[src/rtl/bus_pkg.sv]
// ============================================================================
// Module  : bus_pkg
// Brief   : Shared IDs, header field offsets and FSM encoding for the bus arbiter.
// Revision: 1.0
// ============================================================================
`default_nettype none

package bus_pkg;

    localparam int                ID_W     = 2;
    localparam logic [ID_W-1:0]   ID_CTRL  = 2'd3;
    localparam int                SRC_LSB  = 2;
    localparam int                DEST_LSB = 4;

    typedef enum logic [1:0] {
        IDLE  = 2'd0,
        GRANT = 2'd1,
        XFER  = 2'd2,
        ACK   = 2'd3
    } state_t;

    function automatic logic [3:0] id_to_onehot(input logic [ID_W-1:0] id);
        return 4'b0001 << id;
    endfunction

    // Round-robin successor over the three data requesters (0 -> 1 -> 2 -> 0).
    function automatic logic [ID_W-1:0] rr_next(input logic [ID_W-1:0] id);
        return (id >= 2'd2) ? 2'd0 : id + 2'd1;
    endfunction

endpackage

`default_nettype wire

[src/rtl/rr_arbiter3.sv]
// ============================================================================
// Module  : rr_arbiter3
// Brief   : Combinational 3-way round-robin pick starting at the pointer.
// Revision: 1.0
// ============================================================================
`default_nettype none

module rr_arbiter3
    import bus_pkg::*;
(
    input  logic [2:0]      req,
    input  logic [ID_W-1:0] ptr,
    output logic [2:0]      pick,
    output logic            valid
);

    always_comb begin
        pick = 3'b000;
        case (ptr)
            2'd1: begin
                if      (req[1]) pick = 3'b010;
                else if (req[2]) pick = 3'b100;
                else if (req[0]) pick = 3'b001;
            end
            2'd2: begin
                if      (req[2]) pick = 3'b100;
                else if (req[0]) pick = 3'b001;
                else if (req[1]) pick = 3'b010;
            end
            default: begin
                if      (req[0]) pick = 3'b001;
                else if (req[1]) pick = 3'b010;
                else if (req[2]) pick = 3'b100;
            end
        endcase
    end

    assign valid = |req;

endmodule

`default_nettype wire

[src/rtl/bus_arbiter.sv]
// ============================================================================
// Module  : bus_arbiter
// Brief   : Shared 8-bit bus arbiter/sequencer: grant, header check, beat count,
//           timeout abort and the 1-cycle ack that releases all data_bus users.
// Revision: 1.0
// ============================================================================
`default_nettype none

module bus_arbiter
    import bus_pkg::*;
#(
    parameter int MAX_LEN = 16,
    parameter int LEN_W   = 5,
    parameter int TIMEOUT = 64
) (
    input  logic               clk,
    input  logic               rst_n,
    input  logic [3:0]         req,
    input  logic [4*LEN_W-1:0] req_len,
    input  logic               bus_valid,
    input  logic [7:0]         bus_data,
    output logic [3:0]         grant,
    output logic [ID_W-1:0]    grant_id,
    output logic               busy,
    output logic               ack,
    output logic [1:0]         hdr_src,
    output logic [1:0]         hdr_dest,
    output logic               err_timeout,
    output logic               err_hdr
);

    localparam int               TO_W      = $clog2(TIMEOUT + 1);
    localparam logic [LEN_W-1:0] c_max_len = LEN_W'(MAX_LEN);
    localparam logic [TO_W-1:0]  c_timeout = TO_W'(TIMEOUT);

    state_t             r_state;
    logic [ID_W-1:0]    r_ptr;
    logic [LEN_W-1:0]   r_len;
    logic [LEN_W-1:0]   r_count;
    logic [TO_W-1:0]    r_tcnt;

    logic [LEN_W-1:0]   w_lens [4];
    logic [2:0]         w_rr_pick;
    logic               w_rr_valid;
    logic [ID_W-1:0]    w_rr_id;
    logic [ID_W-1:0]    w_win_id;
    logic               w_any_req;
    logic [LEN_W-1:0]   w_sel_len;
    logic [LEN_W-1:0]   w_len_clamped;
    logic [LEN_W-1:0]   w_count_next;
    logic [TO_W-1:0]    w_tcnt_next;
    logic               w_beat;
    logic               w_hdr_bad;
    logic               w_unused_data;

    generate
        for (genvar k = 0; k < 4; k++) begin : g_len
            assign w_lens[k] = req_len[k*LEN_W +: LEN_W];
        end
    endgenerate

    rr_arbiter3 u_rr (
        .req   (req[2:0]),
        .ptr   (r_ptr),
        .pick  (w_rr_pick),
        .valid (w_rr_valid)
    );

    always_comb begin
        w_rr_id = 2'd0;
        if (w_rr_pick[1]) w_rr_id = 2'd1;
        if (w_rr_pick[2]) w_rr_id = 2'd2;
    end

    assign w_any_req     = req[3] | w_rr_valid;
    assign w_win_id      = req[3] ? ID_CTRL : w_rr_id;
    assign w_sel_len     = w_lens[w_win_id];
    assign w_len_clamped = ((w_sel_len == '0) || (w_sel_len > c_max_len)) ? c_max_len : w_sel_len;
    assign w_count_next  = r_count + LEN_W'(1);
    assign w_tcnt_next   = r_tcnt + TO_W'(1);
    assign w_beat        = (bus_valid == 1'b1);
    // The control requester may address on behalf of others, so its src is not checked.
    assign w_hdr_bad     = (grant_id != ID_CTRL) && (bus_data[SRC_LSB +: ID_W] != grant_id);
    assign w_unused_data = &{1'b0, bus_data[7:6], bus_data[1:0]};

    always_ff @(posedge clk or negedge rst_n) begin
        if (!rst_n) begin
            r_state     <= IDLE;
            r_ptr       <= '0;
            r_len       <= '0;
            r_count     <= '0;
            r_tcnt      <= '0;
            grant       <= '0;
            grant_id    <= '0;
            busy        <= 1'b0;
            ack         <= 1'b0;
            hdr_src     <= '0;
            hdr_dest    <= '0;
            err_timeout <= 1'b0;
            err_hdr     <= 1'b0;
        end else begin
            ack         <= 1'b0;
            err_timeout <= 1'b0;
            err_hdr     <= 1'b0;
            case (r_state)
                IDLE: begin
                    if (w_any_req) begin
                        grant    <= id_to_onehot(w_win_id);
                        grant_id <= w_win_id;
                        busy     <= 1'b1;
                        r_len    <= w_len_clamped;
                        r_count  <= '0;
                        r_tcnt   <= '0;
                        r_state  <= GRANT;
                    end
                end
                GRANT: begin
                    if (w_beat) begin
                        hdr_src  <= bus_data[SRC_LSB  +: ID_W];
                        hdr_dest <= bus_data[DEST_LSB +: ID_W];
                        r_count  <= LEN_W'(1);
                        r_tcnt   <= '0;
                        if (w_hdr_bad) begin
                            err_hdr <= 1'b1;
                            ack     <= 1'b1;
                            r_state <= ACK;
                        end else if (r_len == LEN_W'(1)) begin
                            ack     <= 1'b1;
                            r_state <= ACK;
                        end else begin
                            r_state <= XFER;
                        end
                    end else if (!req[grant_id]) begin
                        ack     <= 1'b1;
                        r_state <= ACK;
                    end else if (w_tcnt_next == c_timeout) begin
                        err_timeout <= 1'b1;
                        ack         <= 1'b1;
                        r_state     <= ACK;
                    end else begin
                        r_tcnt <= w_tcnt_next;
                    end
                end
                XFER: begin
                    // A beat on the timeout cycle still completes normally.
                    if (w_beat) begin
                        r_count <= w_count_next;
                        r_tcnt  <= '0;
                        if (w_count_next == r_len) begin
                            ack     <= 1'b1;
                            r_state <= ACK;
                        end
                    end else if (w_tcnt_next == c_timeout) begin
                        err_timeout <= 1'b1;
                        ack         <= 1'b1;
                        r_state     <= ACK;
                    end else begin
                        r_tcnt <= w_tcnt_next;
                    end
                end
                ACK: begin
                    grant    <= '0;
                    grant_id <= '0;
                    busy     <= 1'b0;
                    if (grant_id != ID_CTRL) begin
                        r_ptr <= rr_next(grant_id);
                    end
                    r_state <= IDLE;
                end
                default: begin
                    r_state <= IDLE;
                end
            endcase
        end
    end

endmodule

`default_nettype wire

[config.mk]
export PLATFORM = sky130hd
export DESIGN_NAME = bus_arbiter
export DESIGN_NICKNAME = d
export VERILOG_FILES = /design/src/rtl/bus_pkg.sv /design/src/rtl/rr_arbiter3.sv /design/src/rtl/bus_arbiter.sv
export SDC_FILE = /design/constraint.sdc
export NUM_CORES = 1
export LEC_CHECK = 0
export ABC_AREA = 1
export CORE_MARGIN = 2
export CORE_UTILIZATION = 36
export CTS_CLUSTER_SIZE = 14
export DETAILED_ROUTE_END_ITERATION = 16
export GPL_ROUTABILITY_DRIVEN = 0
export PLACE_DENSITY = 0.66
export SYNTH_ARGS = -nofsm -noshare
export SYNTH_HDL_FRONTEND = slang
export SYNTH_SLANG_ARGS = --single-unit
[constraint.sdc]
create_clock -name clk -period 3.92 [get_ports clk]
set_input_delay 0.588 -clock clk [delete_from_list [all_inputs] [get_ports clk]]
set_output_delay 0.588 -clock clk [all_outputs]
set_load 0.02 [all_outputs]
==> results of run 1 <==
[sequential cells by signal, summed over array words and instances, names as in the netlist]
| register | flops |
|---|---|
| busy | 1 |
| r_len | 5 |
| r_ptr | 2 |
| ack | 1 |
| err_hdr | 1 |
| grant | 4 |
| r_state | 2 |
| err_timeout | 1 |
| r_count | 5 |
| grant_id | 2 |
| hdr_src | 2 |
| r_tcnt | 7 |
| hdr_dest | 2 |
[how the worst max path moves through the flow]
stage / startpoint / to / slack [ns] / cells after the start
floorplan: r_ptr[0] / r_len[0] / 1.71 / 15
global placement: req[1] / r_len[0] / 0.89 / 13
detailed placement: req[1] / r_len[0] / 0.84 / 13
CTS: req[1] / r_len[0] / 1.15 / 13
global route: req[1] / r_len[0] / 0.91 / 13
finish: req[1] / r_len[0] / 1.16 / 13
[critical path: cells and delay by family]
family                     cells  cell delay, ns
and+or+nand+nor                7            0.81
adders and majority gates      1            0.23
buffers and inverters          2            0.56
AOI/OAI and AO/OA              3            0.77
[report_power, final]
group	switching, uW	internal [uW]	leakage, uW	total [uW]
registers	90.3	472	0.000459	562
clock network	118	118	0.0000371	237
logic	547	347	0.000817	894
[cell type report]
class / instances / area [sq um]
multi-input cells: 219 / 1190
clock buffers: 6 / 72.6
flip-flops and latches: 35 / 876
inverters: 44 / 165
fillers: 606 / 3150
repair buffers: 45 / 448
well taps: 75 / 93.8
[metal layers]
layer | vias up | share of wire
met3 | 4 | 0.066
met5 | - | 0
met4 | 0 | 0.0037
met1 | 938 | 0.48
met2 | 60 | 0.45
li1 | 1089 | -
[per-stage QoR]
stage	utilization	power (uW)	setup WS [ns]
floorplan	-	1190	1.71
global placement	0.463	1450	0.886
detailed placement	0.463	1470	0.838
CTS	0.475	1710	1.15
global route	0.475	1850	0.906
finish	0.475	1690	1.16
[cell usage in the layout, fill, tap and decap left out, types with 2 or more instances in the layout]
master / n
nor2_1: 18
inv_2: 3
o21ai_2: 8
nand2_1: 83
mux2_2: 2
nand2_2: 2
o32ai_1: 2
inv_1: 40
nand3_1: 29
a21oi_1: 11
nand3_2: 3
o21ai_1: 8
clkbuf_8: 5
xor2_1: 2
dfrtp_1: 35
o21ai_0: 17
o22ai_1: 3
nand4_4: 2
nor2_2: 2
nand4_1: 11
clkdlybuf4s50_1: 44
ha_1: 10
[cells by family (layout without fill, tap and decap cells)]
family | Yosys count | after routing | synth area share
and+or+nand+nor | 153 | 153 | 0.316
AOI/OAI and AO/OA | 52 | 52 | 0.137
buffers and inverters | 47 | 95 | 0.0873
DFF | 35 | 35 | 0.387
adders and majority gates | 10 | 10 | 0.0553
xor gates and xnor gates | 2 | 2 | 0.00774
muxes | 2 | 2 | 0.00995
==> metrics.txt, run 1 <==
layout cells sized above 1 0.0860; R2R setup slack 1.25 ns; Die ar. 0.00694 sq mm; Post-DRT Antenna Nets 0; worst-case reg-to-reg path depth 13; area post-placement 0.00277 sq mm; max-slew violations 0; Initial Util 0.378; Detailed Route WL 4930 microns; Setup TNS 0 ns; Num CTS Buffers 5; CTS max path bufs 2; list of most frequent post-synthesis cells 83 x nand2_1, 40 x inv_1, 35 x dfrtp_1; Hold WS 0.493 ns; number of global-route vias before repair 1,977; Core Rows 28; most frequent cell after synthesis nand2_1; largest net degree at the start of global routing 36; Min-Delay Path Class reg -> reg; global-route track usage on met2 0.247; CP peak stage delay 0.63 ns; DPL Wire Length 3850 microns; CTS tree built; gr ovfl total 0; Max FO, Critical Path 11; Req. time, crit path 4.13 ns; Fin. Hold Viols 0; syn avg cell area 7.52 sq um; All-Layer GR Usage 0.150; Clk pin slew, worst setup/hold paths 0.06 ns; Core Box Area 0.00599 sq mm; Post-CTS Hold Buffers 0; status finished clean; Hold Crit Depth 2; final std cells w/o fill 424; crit-path most repeated cell nand2_1; drc violations 0; CTS HTree Levels 2; detail-routed net length per standard cell 11.6 microns; Setup crit start kind primary input; area leader, netlist dfrtp_1; synthesized instance count 301; worst-path cell chain clkdlybuf4s50_1 > inv_1 > o21ai_0 > nand2_1 > a21oi_1 > nand3_1 > nand4_1 > nor2_1 > nand2_1 > ha_1 > nor2_1 > nand2_1 > o21ai_0; worst hold endpoint hdr_src[1]; Worst Min Path Start hdr_src[1]; cell area after layout 0.00285 sq mm; Worst VDD drop 0.347 mV; Port Buf Inserts 44; I/O Pins 49; Fmax achieved 0.363 GHz; Period minus WS final 2.76 ns; reg2reg start r_ptr[0]; sequential share of the synthesized area 0.387; post-cts resize count 0; Unique masters post-synth 30; 1st-pass router iterations 4; dominant cells by area after synthesis dfrtp_1 39%, nand2_1 14%, inv_1 6.6%; #FFs+latches synth 35; busiest grt layer met2; Synth Cell Area 0.00226 sq mm; max-cap violation count 0; postcts setup bufs 0; RSZ-0062 raised after global routing false; area share of the largest cell type after synthesis 0.387; YS warnings 0; worst-path cell with the longest stage delay a21oi_1; Main synth FF type dfrtp_1; FFs w/ async S/R, synth 1.00; Via Count 2,091; Pleak 0.00131 uW; first-pass GRT wire length 8810 microns; setup violators final 0; syn nets 346; Die H 83.3 microns; synthesis-to-layout area growth 25.7%; Final Cycle Share 0.703; initial antenna violation count 0; power per cell area 595 mW/mm^2; Clk Latency, worst-skew pair 0.28 ns; Rel. slew slack 0.493; Setup Skew 0.00307 ns; root buffer cell clkbuf_8; routing usage on met1 0.197; CTS Sinks 35; EDFF count, synth 0; worst-margin pin slew 0.761 ns; crit path capture type flop; Reg2Reg Capture Point r_len[0]; WS Path Type in -> reg; antenna diode count 0; arrival time worst endpoint 2.96 ns; initial DRC count 100; Post-Place Cells 418; nets 395; GR Util met3 0.0467; width of the die 83.3 microns; via-per-instance ratio 4.93
Note: power is estimated with default switching activity, not from simulation.
==> inputs of run 2 (changes only) <==
==> constraint.sdc (replaced) <==
create_clock -name clk -period 2.8 [get_ports clk]
set_input_delay 0.42 -clock clk [delete_from_list [all_inputs] [get_ports clk]]
set_output_delay 0.42 -clock clk [all_outputs]
set_load 0.02 [all_outputs]
==> metrics.txt, run 2 (synthesis gave the netlist of run 1 again) <==
worst-margin pin slew 0.572 ns; Setup Skew 0.00375 ns; nets 398; number of flip-flops in the largest register 7; Hold Crit Depth 2; Core Box Area 0.00599 sq mm; crit path capture type flop; Req. time, crit path 3.00 ns; initial DRC count 105; Die H 83.3 microns; Rel. slew slack 0.616; Logic pwr share 0.533; detail-routed net length per standard cell 11.5 microns; I/O Pins 49; width of the die 83.3 microns; Post-DRT Antenna Nets 0; Setup TNS 0 ns; drc violations 0; layout cells sized above 1 0.0966; via-per-instance ratio 4.94; max-cap violation count 0; critical path depth 15; Pleak 0.00133 uW; Max FO, Critical Path 5; crit-path most repeated cell nor2_1; Setup crit start kind flop; CP peak stage delay 0.35 ns; Largest regs r_tcnt: 7 flops, r_count: 5 flops, r_len: 5 flops; initial antenna violation count 0; Clk Latency, worst-skew pair 0.28 ns; CTS tree built; Period minus WS final 2.42 ns; Num CTS Buffers 5; Detailed Route WL 4920 microns; largest net degree at the start of global routing 36; worst-path cell chain inv_1 > ha_1 > inv_1 > nor2_1 > nor2_1 > nand2_1 > nor2_1 > nand2_1 > nand4_1 > nor2_1 > nand2_1 > ha_1 > nor2_1 > nand2_1 > o21ai_0; Worst Path Buf+Inv 2; post-cts resize count 0; worst-case reg-to-reg path depth 15; gr ovfl total 0; Die ar. 0.00694 sq mm; first-pass GRT wire length 8780 microns; worst-path cell with the longest stage delay dfrtp_1; status finished clean; Fin. Hold Viols 0; Fmax achieved 0.413 GHz; Switching Power 1060 uW; power per cell area 830 mW/mm^2; RSZ-0062 raised after global routing false; Initial Util 0.378; CTS max path bufs 2; CTS HTree Levels 2; PnR worst setup slack 0.380 ns; DPL Wire Length 3830 microns; root buffer cell clkbuf_8; synthesis-to-layout area growth 26.9%; All-Layer GR Usage 0.150; Port Buf Inserts 44; Seq pwr share 0.329; antenna diode count 0; commonest cells after routing, fill and taps aside 83 x nand2_1, 44 x clkdlybuf4s50_1, 40 x inv_1; number of global-route vias before repair 1,996; DP Worst Slack 0.0253 ns; CTS Sinks 35; clock share of power 0.138; Core Rows 28; 1st-pass router iterations 4; Clk pin slew, worst setup/hold paths 0.07 ns; Final Cycle Share 0.864; Final Util 0.479; Pwr Total 2380 uW; max-slew violations 0; Sw Ratio 0.445; Reg with most FFs r_tcnt; postcts setup bufs 0; internal power 1320 uW; setup violators final 0; commonest non-fill, non-tap cell in the layout nand2_1; Worst path top cell family by delay simple AND/OR/NAND/NOR gates; Min-Delay Path Class reg -> reg; Via Count 2,110; Worst VDD drop 0.540 mV; Post-CTS Hold Buffers 0; arrival time worst endpoint 2.62 ns; WS Path Type reg -> reg
## run 2: tightest hold or removal path, delay by kind of cell, from the launching register on
family	cells	cell delay [ns]
and+or+nand+nor	1	0.05
AOI/OAI and AO/OA	1	0.06
DFF	1	0.35
## run 2: power by group through the flow
stage / sequential [uW] / clock, uW / combinational (uW)
after floorplan: 864 / 0 / 803
after global placement: 790 / 0 / 1250
after detailed placement: 793 / 0 / 1270
after CTS: 786 / 340 / 1270
after global routing: 815 / 357 / 1440
final: 784 / 329 / 1270
## run 2: layout make-up
cell class,count,area [sq um]
Clock buffer,6,72.6
Fill cell,589,3120
Inverter,44,165
Multi-Input combinational cell,219,1190
Sequential cell,35,876
Tap cell,75,93.8
Timing Repair Buffer,48,470
## run 2: routing by layer
| metal | global-route usage | part of all wire |
|---|---|---|
| met5 | 0 | 0 |
| met4 | 0.0462 | 0.011 |
| met3 | 0.0318 | 0.049 |
| met2 | 0.232 | 0.45 |
| met1 | 0.210 | 0.49 |
## run 2: worst paths after layout
| path | start | endpoint | slack [ns] |
|---|---|---|---|
| hold / removal | hdr_src[0] | hdr_src[0] | 0.49 |
| hold reg to reg | hdr_src[0] | hdr_src[0] | 0.49 |
| min in group asynchronous | rst_n | busy | 0.56 |
| setup reg to reg | r_ptr[0] | r_len[0] | 0.38 |
| setup / recovery | r_ptr[0] | r_len[0] | 0.38 |
| max in group asynchronous | rst_n | r_count[1] | 1.93 |
## run 2: stage by stage
stage | hold WS [ns] | cell area (sq um) | std cells
after floorplan | 0.124 | 2260 | 301
after global placement | 0.474 | 2800 | 421
after detailed placement | 0.480 | 2800 | 421
after CTS | 0.497 | 2870 | 427
after global routing | 0.525 | 2870 | 427
final | 0.491 | 2870 | 427
